--- src/rtl/drum_voice_player.sv ---
// Single-voice drum synthesiser: renders one decaying square-tone or LFSR-noise hit,
// one sample per codec tick, under a level request / done handshake.
module drum_voice_player #(
    parameter int SAMPLEWIDTH    = 16,
    parameter int KICKHALFPERIOD = 120,
    parameter int TOMHALFPERIOD  = 60,
    parameter int KICKDECAY      = 16,
    parameter int SNAREDECAY     = 8,
    parameter int HIHATDECAY     = 2,
    parameter int TOMDECAY       = 12
) (
    input  logic                   clk,
    input  logic                   reset,
    input  logic                   playDrumNote,
    input  logic [2:0]             drumSelect,
    input  logic                   sampleTick,
    output logic                   donePlayingDrumNote,
    output logic [SAMPLEWIDTH-1:0] audioOut,
    output logic                   busy
);

    typedef enum logic [1:0] {
        IDLE = 2'd0,
        PLAY = 2'd1,
        DONE = 2'd2
    } state_t;

    localparam logic signed [15:0] TONE_AMP  = 16'sd8192;
    localparam logic [15:0]        LFSR_SEED = 16'hACE1;

    state_t                 state, state_n;
    logic [7:0]             amp, amp_n;
    logic [7:0]             step_cnt, step_n;
    logic [11:0]            phase_cnt, phase_n;
    logic                   tone_level, tone_n;
    logic [15:0]            lfsr, lfsr_n;
    logic [1:0]             drum, drum_n;
    logic                   done_q, done_n;
    logic [SAMPLEWIDTH-1:0] audio_q, audio_n;
    logic signed [15:0]     raw;
    logic [11:0]            half_m1;

    // Right-shifting Fibonacci form of the x^16+x^14+x^13+x^11+1 polynomial.
    function automatic logic [15:0] lfsr_advance(input logic [15:0] l);
        return {l[0] ^ l[2] ^ l[3] ^ l[5], l[15:1]};
    endfunction

    function automatic logic [7:0] decay_m1(input logic [1:0] d);
        logic [7:0] r;
        case (d)
            2'd0:    r = 8'(KICKDECAY - 1);
            2'd1:    r = 8'(SNAREDECAY - 1);
            2'd2:    r = 8'(HIHATDECAY - 1);
            default: r = 8'(TOMDECAY - 1);
        endcase
        return r;
    endfunction

    // Envelope gain: full-width product, arithmetic >>> 8, then fit to the output width.
    function automatic logic [SAMPLEWIDTH-1:0] scale_sample(input logic signed [15:0] r,
                                                            input logic [7:0] a);
        logic signed [24:0] prod;
        logic signed [15:0] trunc;
        prod  = r * $signed({1'b0, a});
        trunc = 16'(prod >>> 8);
        return SAMPLEWIDTH'(trunc);
    endfunction

    always_comb begin
        half_m1 = (drum == 2'd0) ? 12'(KICKHALFPERIOD - 1) : 12'(TOMHALFPERIOD - 1);
        case (drum)
            2'd1:    raw = $signed(lfsr) >>> 2;
            2'd2:    raw = $signed(lfsr) >>> 3;
            default: raw = tone_level ? TONE_AMP : -TONE_AMP;
        endcase
    end

    always_comb begin
        state_n = state;
        amp_n   = amp;
        step_n  = step_cnt;
        phase_n = phase_cnt;
        tone_n  = tone_level;
        drum_n  = drum;
        done_n  = done_q;
        audio_n = audio_q;
        lfsr_n  = sampleTick ? lfsr_advance(lfsr) : lfsr;

        case (state)
            IDLE: begin
                if (playDrumNote) begin
                    if (!drumSelect[2]) begin
                        drum_n  = drumSelect[1:0];
                        amp_n   = 8'hFF;
                        step_n  = decay_m1(drumSelect[1:0]);
                        phase_n = '0;
                        tone_n  = 1'b1;
                        state_n = PLAY;
                    end else begin
                        audio_n = '0;
                        done_n  = 1'b1;
                        state_n = DONE;
                    end
                end
            end
            PLAY: begin
                if (!playDrumNote) begin
                    audio_n = '0;
                    state_n = IDLE;
                end else if (sampleTick) begin
                    audio_n = scale_sample(raw, amp);
                    if (phase_cnt == half_m1) begin
                        phase_n = '0;
                        tone_n  = ~tone_level;
                    end else begin
                        phase_n = phase_cnt + 12'd1;
                    end
                    if (step_cnt == 8'd0) begin
                        step_n = decay_m1(drum);
                        amp_n  = amp - 8'd1;
                        // Last envelope step expires: the hit ends on this tick.
                        if (amp == 8'd1) begin
                            audio_n = '0;
                            done_n  = 1'b1;
                            state_n = DONE;
                        end
                    end else begin
                        step_n = step_cnt - 8'd1;
                    end
                end
            end
            DONE: begin
                audio_n = '0;
                done_n  = 1'b1;
                if (!playDrumNote) begin
                    done_n  = 1'b0;
                    state_n = IDLE;
                end
            end
            default: begin
                state_n = IDLE;
            end
        endcase
    end

    always_ff @(posedge clk or negedge reset) begin
        if (!reset) begin
            state      <= IDLE;
            amp        <= 8'hFF;
            step_cnt   <= '0;
            phase_cnt  <= '0;
            tone_level <= 1'b1;
            lfsr       <= LFSR_SEED;
            drum       <= '0;
            done_q     <= 1'b0;
            audio_q    <= '0;
        end else begin
            state      <= state_n;
            amp        <= amp_n;
            step_cnt   <= step_n;
            phase_cnt  <= phase_n;
            tone_level <= tone_n;
            lfsr       <= lfsr_n;
            drum       <= drum_n;
            done_q     <= done_n;
            audio_q    <= audio_n;
        end
    end

    assign donePlayingDrumNote = done_q;
    assign audioOut            = audio_q;
    assign busy                = (state == PLAY);

endmodule

--- config.mk ---
export PLATFORM = sky130hd
export DESIGN_NAME = drum_voice_player
export DESIGN_NICKNAME = d
export VERILOG_FILES = /design/src/rtl/drum_voice_player.sv
export SDC_FILE = /design/constraint.sdc
export NUM_CORES = 1
export LEC_CHECK = 0
export ABC_AREA = 1
export CAP_MARGIN = 20
export CORE_ASPECT_RATIO = 0.5
export CORE_MARGIN = 2
export CORE_UTILIZATION = 38
export CTS_BUF_LIST = sky130_fd_sc_hd__clkbuf_16
export DETAILED_ROUTE_END_ITERATION = 10
export PLACE_DENSITY_LB_ADDON = 0.05
export SYNTH_ARGS = -nofsm -noshare
export SYNTH_HDL_FRONTEND = slang
export SYNTH_SLANG_ARGS = --single-unit
--- constraint.sdc ---
create_clock -name clk -period 15.5 [get_ports clk]
set_input_delay 2.325 -clock clk [delete_from_list [all_inputs] [get_ports clk]]
set_output_delay 2.325 -clock clk [all_outputs]
set_load 0.01 [all_outputs]
==> results.json <==
{
  "status": "complete, no violations",
  "cp.arrival_ps": 6110,
  "reg2reg_to": "audioOut[13]",
  "cts_tree": "done",
  "ys_seq_area_share_pct": 21.6,
  "wirelength_um": 19900,
  "cpMostUsedCell": "inv_1",
  "fin_worst_skew_ps": 21.8,
  "drive_above_1_share_pct": 5.06,
  "setup_tns_ps": 0,
  "cts_buffers": 9,
  "reg2reg_from": "drum[0]",
  "ys_seq_elements": 66,
  "clock_latency_ps": 370,
  "period_needed_ps": 5820,
  "first_global_vias": 6277,
  "synth_edf_count": 0,
  "slowest_delay_ps": 700,
  "met3_length_um": 952,
  "max_freq_mhz": 172,
  "postCtsHoldBufs": 0,
  "wl_met1_um": 10700,
  "cts.htree.levels": 3,
  "drt_iter0_markers": 331,
  "core_region_area_sq_um": 19700,
  "worst-path-max-fanout": 16,
  "cts_setup_buffers": 0,
  "track_usage_pct": 20.3,
  "critPathKind": "flip-flop to flip-flop",
  "muxShareOfSynthArea_pct": 0,
  "holdPathStages": 2,
  "rsz0062_at_grt": "false",
  "cts_root_buffer": "clkbuf_16",
  "drv_cap": 0,
  "routed_via_density": 4.81,
  "synth_flop_cell": "dfrtp_1",
  "crit_slowest_cell": "fa_1",
  "synthAdderAreaFrac_pct": 33.6,
  "vias": 6312,
  "yosys.area_share.xor_xnor_pct": 1.13,
  "antenna_found_initial": 0,
  "ys_warn_count": 0,
  "port_buffers": 24,
  "postSynth.asyncResetShare_pct": 100,
  "final_cell_mix": "nand2_1 (248), inv_1 (229), nor2_1 (113)",
  "clk_pin_slew_ps": 80,
  "fin_crit_sh_pct": 37.6,
  "grt_first_pass_wirelength_um": 33600,
  "min_to": "lfsr[1]",
  "wl_met2_um": 7970,
  "ant_nets": 0,
  "finalNonFillerCells": 1313,
  "postSynthCellCount": 1023,
  "worstHoldStart": "lfsr[1]",
  "dr.pass1.iters": 5,
  "highest_layer": "met4",
  "startpoint_type": "flip-flop",
  "end_kind": "flip-flop",
  "slew_viol_final": 0,
  "fp.dieH_um": 105,
  "r2r_cells": 24,
  "finalSetupViolations": 0,
  "area_delta_synth_final_pct": 10.9,
  "worst_pin_slew_ps": 913,
  "synth_top_family_by_area": "adder cells",
  "synthesis.area_sq_um": 7740,
  "numClockSinks": 66,
  "num_rows": 36,
  "final-hold-violation-count": 0,
  "dieArea_sq_um": 21600,
  "crit_path_cell_trace": "inv_1, ha_1, nand3_1, nand2_1, nor2_1, inv_1, fa_1, inv_1, fa_1, inv_1, fa_1, fa_1, inv_1, ha_1, nand2_1, nor2_1, nand2_1, inv_1, nand3_1, inv_1, nand4_1, nand3_1, nand2_1, o21ai_0",
  "gp_congestion": 0.845,
  "nets": 1200,
  "max_slew_margin_pct": 39.1,
  "synthSimpleGateAreaFrac_pct": 23.0,
  "r2r_slack_ps": 9680,
  "worstPathRequired_ps": 15790,
  "ctsResizeCount": 0,
  "place_inst": 1297,
  "ys_types": 45,
  "diodes": 0,
  "layout_commonest_cell": "nand2_1",
  "ios": 25,
  "synth.avg_cell_area_sq_um": 7.56,
  "drc": 0,
  "synth_compound_area_share_pct": 8.31,
  "overflow": 0,
  "start_util_pct": 39.2,
  "dp_hpwl_um": 15700,
  "syn-num-nets": 1181,
  "wl_per_cell_um": 15.1,
  "clockBufferDepth": 2,
  "die_w_um": 206,
  "worstHoldPathType": "flip-flop to flip-flop",
  "grt_max_degree": 67
}
-- worst max-delay path: cells and delay by family (launching register included) --
| family | cells | cell delay [ps] |
|---|---|---|
| simple gates | 10 | 1520 |
| buf+inv | 7 | 670 |
| fa+ha+maj | 6 | 3010 |
| flops | 1 | 370 |
| compound gates | 1 | 160 |
-- area by class of cell --
| class | instances | area [sq um] |
|---|---|---|
| timing repair buffer | 25 | 243 |
| fill | 2037 | 11100 |
| tap | 266 | 333 |
| multi-input combinational | 705 | 5110 |
| inverter | 235 | 885 |
| clock buffer | 9 | 225 |
| clock inverter | 7 | 116 |
| sequential | 66 | 1670 |
-- cells by family (layout without fill, tap and decap cells) --
family / after synthesis / after routing
flops: 66 / 66
xor+xnor: 10 / 10
simple gates: 430 / 430
fa+ha+maj: 151 / 151
buf+inv: 252 / 276
compound gates: 114 / 114
-- per-layer routing --
metal,vias to the layer above,track usage [%]
met3,19,4.83
met4,0,3.78
met2,129,28.3
met5,-,0
met1,3011,31.7
li1,3153,-
-- state kept, by name, summed over array words and instances (netlist names) --
register,cells
audioOut,16
lfsr,16
phase_cnt,12
amp,8
step_cnt,8
drum,2
state,2
donePlayingDrumNote,1
tone_level,1
-- cell usage after synthesis, types with 2 or more instances --
cell	count	area, sq um
clkbuf_1	12	45.0
o22ai_1	11	68.8
nand4_1	7	43.8
nand2_1	248	931
ha_1	56	701
a211oi_1	3	22.5
buf_1	2	7.51
buf_2	2	10.0
a21oi_1	32	160
dfstp_2	17	447
dfrtp_1	49	1230
nor2_4	3	33.8
inv_1	229	860
nand2_2	3	18.8
o211ai_1	3	22.5
nor2_2	3	18.8
nor3_2	2	20.0
xor2_1	2	17.5
o21ai_1	7	35.0
inv_2	3	11.3
fa_1	95	1900
nor4_1	3	18.8
nor3_1	12	60.1
a21o_1	4	30.0
nor2_1	113	424
xnor2_1	8	70.1
o221ai_1	2	17.5
a31oi_1	3	18.8
clkinv_1	2	7.51
o21ai_0	44	220
nand3_1	29	145
-- per-stage QoR --
stage | cell area, sq um | utilization [%] | hold slack (ps) | worst slack (ps)
global route | 8590 | 43.5 | 495 | 9200
floorplan | 7740 | - | 441 | 10390
CTS | 8590 | 43.5 | 472 | 9700
detailed placement | 8240 | 41.8 | 459 | 9700
finish | 8590 | 43.5 | 469 | 9680
global placement | 8240 | 41.8 | 457 | 9910
-- how the worst max path moves through the flow --
stage / start / endpoint / slack (ps) / cells past startpoint
floorplan: drum[0] / audioOut[14] / 10390 / 22
global placement: drum[0] / audioOut[14] / 9910 / 21
detailed placement: drum[0] / audioOut[13] / 9700 / 24
CTS: drum[0] / audioOut[13] / 9700 / 24
global route: drum[1] / audioOut[13] / 9200 / 24
finish: drum[0] / audioOut[13] / 9680 / 24
Power is left out: the tool's default activity adds up to more than one toggle a clock period on the data nets, which glitch-free logic cannot reach.
